`src/rtl/seg_display_mux.sv`:
```
// Multiplexed 7-segment driver: scans NUM_DIGITS hex digits with frame-synchronous
// double-buffered loading, 16-level PWM brightness, blank/blink/DP and leading-zero suppression.
module seg_display_mux #(
  parameter int NUM_DIGITS       = 8,
  parameter int CLK_DIV          = 250000,
  parameter int BLINK_FRAMES     = 100,
  parameter bit ANODE_ACTIVE_LOW = 1'b1,
  parameter bit SEG_ACTIVE_LOW   = 1'b1
) (
  input  logic                      clk,
  input  logic                      reset,
  input  logic [4*NUM_DIGITS-1:0]   digits_in,
  input  logic [NUM_DIGITS-1:0]     dp_in,
  input  logic [NUM_DIGITS-1:0]     blank_in,
  input  logic [NUM_DIGITS-1:0]     blink_in,
  input  logic                      lz_suppress,
  input  logic [3:0]                brightness,
  input  logic                      load,
  output logic                      load_ack,
  output logic                      frame_start,
  output logic [7:0]                cathode,
  output logic [NUM_DIGITS-1:0]     anode
);

  localparam int DIVW = (CLK_DIV > 1) ? $clog2(CLK_DIV) : 1;
  localparam int SUB  = CLK_DIV / 16;
  localparam int SUBW = (SUB > 1) ? $clog2(SUB) : 1;
  localparam int IDXW = $clog2(NUM_DIGITS);
  localparam int FRW  = (BLINK_FRAMES > 1) ? $clog2(BLINK_FRAMES) : 1;

  localparam logic [DIVW-1:0] DIV_LAST = DIVW'(CLK_DIV - 1);
  localparam logic [SUBW-1:0] SUB_LAST = SUBW'(SUB - 1);
  localparam logic [IDXW-1:0] IDX_LAST = IDXW'(NUM_DIGITS - 1);
  localparam logic [FRW-1:0]  FR_LAST  = FRW'(BLINK_FRAMES - 1);

  localparam logic [NUM_DIGITS-1:0] AN_OFF  = {NUM_DIGITS{ANODE_ACTIVE_LOW}};
  localparam logic [7:0]            CAT_OFF = {8{SEG_ACTIVE_LOW}};

  // Standard hex map, bits ordered {A,B,C,D,E,F,G}
  function automatic logic [6:0] hex_to_seg(input logic [3:0] v);
    logic [6:0] s;
    case (v)
      4'h0:    s = 7'b1111110;
      4'h1:    s = 7'b0110000;
      4'h2:    s = 7'b1101101;
      4'h3:    s = 7'b1111001;
      4'h4:    s = 7'b0110011;
      4'h5:    s = 7'b1011011;
      4'h6:    s = 7'b1011111;
      4'h7:    s = 7'b1110000;
      4'h8:    s = 7'b1111111;
      4'h9:    s = 7'b1111011;
      4'hA:    s = 7'b1110111;
      4'hB:    s = 7'b0011111;
      4'hC:    s = 7'b1001110;
      4'hD:    s = 7'b0111101;
      4'hE:    s = 7'b1001111;
      4'hF:    s = 7'b1000111;
      default: s = 7'b0000000;
    endcase
    return s;
  endfunction

  logic [DIVW-1:0]         div_q,   div_d;
  logic [SUBW-1:0]         sub_q,   sub_d;
  logic [3:0]              phase_q, phase_d;
  logic [IDXW-1:0]         idx_q,   idx_d;
  logic [FRW-1:0]          frame_q, frame_d;
  logic                    blink_ph_q, blink_ph_d;
  logic                    pending_q,  pending_d;

  logic [4*NUM_DIGITS-1:0] sh_digits_q;
  logic [NUM_DIGITS-1:0]   sh_dp_q, sh_blank_q, sh_blink_q;
  logic [4*NUM_DIGITS-1:0] act_digits_q;
  logic [NUM_DIGITS-1:0]   act_dp_q, act_blank_q, act_blink_q;

  logic                    load_ack_q, load_ack_d;
  logic                    frame_start_q, frame_start_d;
  logic [7:0]              cathode_q, cathode_d;
  logic [NUM_DIGITS-1:0]   anode_q, anode_d;

  logic                    tick_s, wrap_s, commit_s;
  logic [NUM_DIGITS-1:0]   sup_s;
  logic                    zero_run_s;
  logic [3:0]              cur_digit_s;
  logic                    vis_s;
  logic [NUM_DIGITS-1:0]   anode_raw_s;
  logic [7:0]              cathode_raw_s;

  assign tick_s   = (div_q == DIV_LAST);
  assign wrap_s   = tick_s && (idx_q == IDX_LAST);
  assign commit_s = wrap_s && pending_q;

  // Slot timer, PWM phase, digit index and blink frame counter
  always_comb begin
    div_d      = div_q + 1'b1;
    sub_d      = sub_q + 1'b1;
    phase_d    = phase_q;
    idx_d      = idx_q;
    frame_d    = frame_q;
    blink_ph_d = blink_ph_q;
    if (tick_s) begin
      div_d   = '0;
      sub_d   = '0;
      phase_d = 4'd0;
      if (idx_q == IDX_LAST) begin
        idx_d = '0;
      end else begin
        idx_d = idx_q + 1'b1;
      end
    end else if (sub_q == SUB_LAST) begin
      sub_d   = '0;
      phase_d = phase_q + 4'd1;
    end else begin
      phase_d = phase_q;
    end
    if (wrap_s) begin
      if (frame_q == FR_LAST) begin
        frame_d    = '0;
        blink_ph_d = ~blink_ph_q;
      end else begin
        frame_d = frame_q + 1'b1;
      end
    end else begin
      frame_d = frame_q;
    end
  end

  // A load on the commit cycle keeps pending set so the fresh shadow commits next frame
  always_comb begin
    pending_d = pending_q;
    if (load) begin
      pending_d = 1'b1;
    end else if (wrap_s) begin
      pending_d = 1'b0;
    end else begin
      pending_d = pending_q;
    end
  end

  // Leading-zero suppression walks down from the most significant digit
  always_comb begin
    sup_s      = '0;
    zero_run_s = 1'b1;
    for (int i = NUM_DIGITS - 1; i >= 1; i--) begin
      zero_run_s = zero_run_s && (act_digits_q[4*i +: 4] == 4'd0);
      sup_s[i]   = lz_suppress && zero_run_s;
    end
  end

  // Visibility of the current slot and the polarity-free output patterns
  always_comb begin
    cur_digit_s = act_digits_q[{idx_q, 2'b00} +: 4];
    vis_s = !act_blank_q[idx_q]
         && !(act_blink_q[idx_q] && blink_ph_q)
         && !sup_s[idx_q]
         && (phase_q <= brightness);
    anode_raw_s = '0;
    if (vis_s) begin
      anode_raw_s[idx_q] = 1'b1;
      cathode_raw_s      = {hex_to_seg(cur_digit_s), act_dp_q[idx_q]};
    end else begin
      cathode_raw_s = 8'h00;
    end
    anode_d       = anode_raw_s ^ AN_OFF;
    cathode_d     = cathode_raw_s ^ CAT_OFF;
    load_ack_d    = commit_s;
    frame_start_d = wrap_s;
  end

  // Scan timing state
  always_ff @(posedge clk) begin
    if (!reset) begin
      div_q      <= '0;
      sub_q      <= '0;
      phase_q    <= 4'd0;
      idx_q      <= '0;
      frame_q    <= '0;
      blink_ph_q <= 1'b0;
      pending_q  <= 1'b0;
    end else begin
      div_q      <= div_d;
      sub_q      <= sub_d;
      phase_q    <= phase_d;
      idx_q      <= idx_d;
      frame_q    <= frame_d;
      blink_ph_q <= blink_ph_d;
      pending_q  <= pending_d;
    end
  end

  // Shadow and active display sets; active blank resets to all ones so the display stays dark
  always_ff @(posedge clk) begin
    if (!reset) begin
      sh_digits_q  <= '0;
      sh_dp_q      <= '0;
      sh_blank_q   <= '0;
      sh_blink_q   <= '0;
      act_digits_q <= '0;
      act_dp_q     <= '0;
      act_blank_q  <= '1;
      act_blink_q  <= '0;
    end else begin
      if (load) begin
        sh_digits_q <= digits_in;
        sh_dp_q     <= dp_in;
        sh_blank_q  <= blank_in;
        sh_blink_q  <= blink_in;
      end else begin
        sh_digits_q <= sh_digits_q;
        sh_dp_q     <= sh_dp_q;
        sh_blank_q  <= sh_blank_q;
        sh_blink_q  <= sh_blink_q;
      end
      if (commit_s) begin
        act_digits_q <= sh_digits_q;
        act_dp_q     <= sh_dp_q;
        act_blank_q  <= sh_blank_q;
        act_blink_q  <= sh_blink_q;
      end else begin
        act_digits_q <= act_digits_q;
        act_dp_q     <= act_dp_q;
        act_blank_q  <= act_blank_q;
        act_blink_q  <= act_blink_q;
      end
    end
  end

  // Registered pin drivers
  always_ff @(posedge clk) begin
    if (!reset) begin
      load_ack_q    <= 1'b0;
      frame_start_q <= 1'b0;
      anode_q       <= AN_OFF;
      cathode_q     <= CAT_OFF;
    end else begin
      load_ack_q    <= load_ack_d;
      frame_start_q <= frame_start_d;
      anode_q       <= anode_d;
      cathode_q     <= cathode_d;
    end
  end

  assign load_ack    = load_ack_q;
  assign frame_start = frame_start_q;
  assign anode       = anode_q;
  assign cathode     = cathode_q;

endmodule

```
`config.mk`:
```
export PLATFORM = sky130hd
export DESIGN_NAME = seg_display_mux
export DESIGN_NICKNAME = d
export VERILOG_FILES = /design/src/rtl/seg_display_mux.sv
export SDC_FILE = /design/constraint.sdc
export NUM_CORES = 1
export LEC_CHECK = 0
export ABC_AREA = 1
export CAP_MARGIN = 20
export CORE_MARGIN = 5
export CORE_UTILIZATION = 50
export CTS_BUF_LIST = sky130_fd_sc_hd__clkbuf_4 sky130_fd_sc_hd__clkbuf_8
export DETAILED_ROUTE_END_ITERATION = 8
export PLACE_DENSITY = 0.78
export SYNTH_ARGS = -nofsm -noshare
export SYNTH_HDL_FRONTEND = slang
export SYNTH_SLANG_ARGS = --single-unit
```
`constraint.sdc`:
```
create_clock -name clk -period 1.8 [get_ports clk]
set_input_delay 0.36 -clock clk [delete_from_list [all_inputs] [get_ports clk]]
set_output_delay 0.36 -clock clk [all_outputs]
set_load 0.05 [all_outputs]
```
# After elaboration in Yosys (flattened, before gate mapping)
# Memories as Yosys holds them, arrays and structs flattened.
# Cells that the tools add are included.
# totals
register_bits,178
latchBits,0
ram_bits,0
romBits,112
memories,1
# classes
addsub,5
multipliers,0
n_div,0
magnitude_cmp,3
eq_ne,4
n_shift,1
n_mux,16
n_bitwise,4
n_reduce_logical,34
# mem_list
name,words,width,read_ports,rd_clocked_by_memory_dff,write_ports,line,source
(name not given),16,7,1,0,0,42,case (v)
# ops
operator,n
$shiftx A32 B6 Y4,1
$logic_not A4 Y1,7
$logic_and A1 B1 Y1,20
$add A18 B1 Y18 const B,1
$eq A18 B18 Y1 const B,1
$mux W8,2
$not A8 Y8,2
$add A14 B1 Y14 const B,1
$eq A14 B14 Y1 const B,1
$bmux W1 S3,4
$add A7 B1 Y7 const B,1
$eq A7 B7 Y1 const B,1
$mux W1,7
$mux W7,1
$add A4 B1 Y4 const B,1
$le A4 B4 Y1,1
$lt A3 B4 Y1 const B,1
$add A3 B1 Y3 const B,1
$demux W1 S3,1
$eq A3 B3 Y1 const B,1
$ge A3 B1 Y1 const B,1
$logic_not A1 Y1,3
$mux W3,1
$reduce_or A3 Y1,1
4 further kinds,5

# Longest topological paths before layout
# depth
ltp_word,15
ltp_mapped,16

# Worst setup path before layout
# No wires, ideal clock.
# synth_path
path_type,register -> register
from,register idx_q[0]
to,"register cathode_q[4], in the netlist cathode[4]"
setup_ns,0.120
arrival_ns,1.737
slack_ns,-0.057
path_stages_with_launch,13
n_path_buf,2
period_less_slack_ns,1.857
path_cell_list,dfxtp_1 > buf_2 > buf_4 > nand2_1 > o211ai_1 > nand3_1 > nor2_1 > inv_1 > ha_1 > nand2_1 > o21ai_0 > nand2_1 > nand3_1
# synth_via
elab_chain_cells,9
# synth_rtl
item,line,source
start: declaration,67,"logic [IDXW-1:0] idx_q, idx_d;"
start signal: assignment,185,idx_q <= idx_d;
"parallel branches: the longest is 7 deep, another holds $mem_v2 Z16 W7",n/a,
$mux W8 *,159,if (vis_s) begin
$not A8 Y8 (no source line) *,n/a,
end signal: assignment,240,cathode_q <= cathode_d;
end: declaration,79,"logic [7:0] cathode_q, cathode_d;"
# Every way passes the cells marked *. The select of a mux whose other input is x is not followed.
# A chain may end at the register's enable or synchronous reset.

# Worst setup path after layout
# layout_path
from,register idx_q[0]
to,"register anode_q[4], in the netlist anode[4]"
# layout_via
elab_chain_cells,9
# layout_rtl
item,line,source
"parallel branches: the longest is 7 deep, another holds $lt A3 B4 Y1",n/a,
$mux W8 *,159,
$not A8 Y8 (no source line) *,n/a,
end signal: assignment,239,anode_q <= anode_d;
end: declaration,80,"logic [NUM_DIGITS-1:0] anode_q, anode_d;"
# Marks and branches as above.

==> impl_metrics.toml <==
[critical_path]
crit_fanout = 8
arrival_ns = 2.25
required_ns = 2.17
worst-setup-path-type = "flip-flop to flip-flop"
end_kind = "flip-flop"
critPathLaunchType = "flip-flop"

[synth]
synth_top_area_cell = "dfxtp_1"
synthMuxAreaShare_pct = 0
syn_area_per_cell_um2 = 7.18
yosys.area_share.simple_pct = 25.5
synth_cell_type_count = 32
synth_area_leaders = "dfxtp_1, o21ai_0, nand2_1"
syn_nets = 1158
synth_edf_count = 0
synth.most_common_cell = "dfxtp_1"
async_reset_ff_share_pct = 0
syn_inst = 1077
synthAdderAreaFrac_pct = 2.75
synth_compound_area_share_pct = 15.2
yosys_register_bits = 178
netlist_area_um2 = 7730
synth-seq-area-share_pct = 46.1
ys_top_cells_by_count = "dfxtp_1, nand2_1, nor2_1"
yosysWarnings = 0
synth_top_area_share_pct = 46.1
synthXorXnorAreaFrac_pct = 1.25
synth_top_family_by_area = "simple AND/OR/NAND/NOR gates"
synth_ff_type = "dfxtp_1"

[final_layout]
nets = 1275
final_util_pct = 65.4
drive_gt1_share_pct = 17.6
diodes = 0
n_fill_cell = 1258
stdcell_count = 1395
syn_to_final_growth_pct = 28.6

[outcome]
outcome = "complete, but fails checks"
failed_checks = "setup timing"

[floorplanning]
die_w_um = 134
start_util_pct = 50.9
core-area_um2 = 15200
io_pins = 82
dieArea_um2 = 18100
placementRows = 45
die_h_um = 134

[pwr]
peakVddDrop_mv = 0.764
p_comb_share_pct = 6.0
p_sw_mw = 1.90
clkPwrFrac_pct = 38.1
total_power_mw = 7.30
powerDensity_nw_per_um2 = 734
power_frac_seq_pct = 55.9
p_int_mw = 5.41
netSwitchingFraction_pct = 26.0
leakage_nw = 4.05

[cts]
h-tree-depth = 4
clkSlewWorstSetupHoldPaths_ns = 0.11
ctsLongestPathBuffers = 2
cts_tree = "yes"
clkLatencyLatePin_ns = 0.49
cts_root_buf = "clkbuf_8"
numClockSinks = 178
numCtsBuffers = 17

[sta]
setup_slack_ns = -0.0809
worstMarginPinSlew_ns = 0.453
fin_crit_ns = 1.88
rsz0062_at_grt = "true"
slew_headroom_pct = 69.5
skew_ns = 0.0180
period_share_pct = 104
maxSlewViolCount = 0
hold_viol = 0
clock.fmax_ghz = 0.532
fin_hold_ws_ns = 0.397
finalSetupViolations = 16

[drt]
drt_wl_total_um = 19000
firstDrtPassIters = 5
wl_per_cell_um = 13.6
drc = 0
drtIter0Drc = 605
viasPerCell = 5.19
ant_nets = 0
vias = 7240

[global_route]
track_usage_pct = 20.6
grt_max_degree = 125
grt_overflow = 0
grt_pass1_wl_um = 30800
grt_pass1_vias = 6776
antenna_found_initial = 0

[run]
maxCapViolCount = 0

[place]
io_buffer_count = 81
dp_hpwl_um = 12600
dp_cells = 1352
gp_congestion = 0.912

[min_path]
hold_class = "primary input to flip-flop"
[path summary, 6_finish.rpt]
check | from | to | slack [ns] | depth (start not counted)
worst max-delay path | idx_q[0] | anode[4] | -0.08 | 11
worst min-delay path | reset | anode[3] | 0.40 | 3
worst max register to register | idx_q[0] | anode[4] | -0.08 | 11
worst min register to register | act_dp_q[3] | act_dp_q[3] | 0.46 | 2
[area by class of cell]
cell class	instances	area, µm²	share of cell area [%]
inverter	129	489	4.92
clock buffer	17	234	2.35
clock inverter	15	163	1.64
sequential	178	3580	36.0
multi-input combinational	722	3790	38.1
tap	188	235	2.37
timing repair buffer	146	1460	14.7
[worst max-delay path, cell delays in order, from the launching register on]
cell and delay (ns):
dfxtp_4 0.44, clkbuf_16 0.17, nor3_4 0.05, buf_4 0.14
nand2_2 0.06, nand3_2 0.08, o21ai_1 0.17, buf_4 0.15
nand2_2 0.06, nor2_4 0.19, clkbuf_16 0.19, nand3_2 0.07
[placed cells by master, fill, tap and decap left out, types with 7 or more instances in the layout]
cell type	count
dfxtp_1	173
nand2_1	145
nand3_2	15
nor2_4	9
inv_2	9
a21oi_1	86
nand4_1	17
clkdlybuf4s50_1	62
nand3_1	53
buf_4	63
buf_12	10
nor2_1	164
o21ai_1	7
nand2_2	26
ha_1	11
clkbuf_8	17
o21ai_0	124
inv_1	118
xor2_1	9
nor3_1	13
[state kept, by name (all words and copies together), names as in the netlist, 3 cells and up]
name,flops
act_blank_q,8
act_blink_q,8
act_digits_q,32
act_dp_q,8
anode,8
cathode,8
div_q,18
frame_q,7
idx_q,3
phase_q,4
sh_blank_q,8
sh_blink_q,8
sh_digits_q,32
sh_dp_q,8
sub_q,14
[per-layer routing]
layer	vias up	wire [µm]	track usage (%)	share of wire, %
li1	3705	-	-	-
met1	3321	8680	26.6	46
met2	173	8920	34.4	47
met3	41	950	4.50	5.0
met4	0	448	6.96	2.4
met5	-	0	0	0
[power by group through the flow]
| stage | Clock [mW] | Sequential (mW) | Combinational [mW] |
|---|---|---|---|
| CTS | 2.81 | 4.08 | 0.434 |
| finish | 2.78 | 4.08 | 0.435 |
| global route | 2.97 | 4.10 | 0.492 |
| floorplan | 0 | 4.16 | 0.225 |
| global placement | 0 | 4.18 | 0.423 |
| detailed placement | 0 | 4.18 | 0.431 |
[what timing repair did]
item                       CTS  global route
setup endpoints to repair   79           102
resized for setup           34            77
hold buffers                 0             0
setup buffers                4             4
cloned                       0             3
pin swaps                    7            31
[stage by stage]
| stage | setup WS [ns] | setup TNS, ns | area (µm²) |
|---|---|---|---|
| 6_report | -0.0809 | -0.871 | 9940 |
| 2_1_floorplan | 0.0145 | 0 | 7740 |
| 3_5_place_dp | -0.309 | -7.77 | 9050 |
| 4_1_cts | -0.0117 | -0.0565 | 9580 |
| 5_1_grt | -0.174 | -3.26 | 9940 |
| 3_3_place_gp | -0.252 | -5.81 | 9050 |
[cell families (layout without fill, tap and decap cells)]
| group | after synthesis | count (layout) |
|---|---|---|
| fa+ha+maj | 17 | 17 |
| buf+inv | 177 | 307 |
| simple gates | 463 | 463 |
| xor+xnor | 11 | 11 |
| compound gates | 231 | 231 |
| flops | 178 | 178 |
No activity file was read; power rests on OpenSTA's default activity.
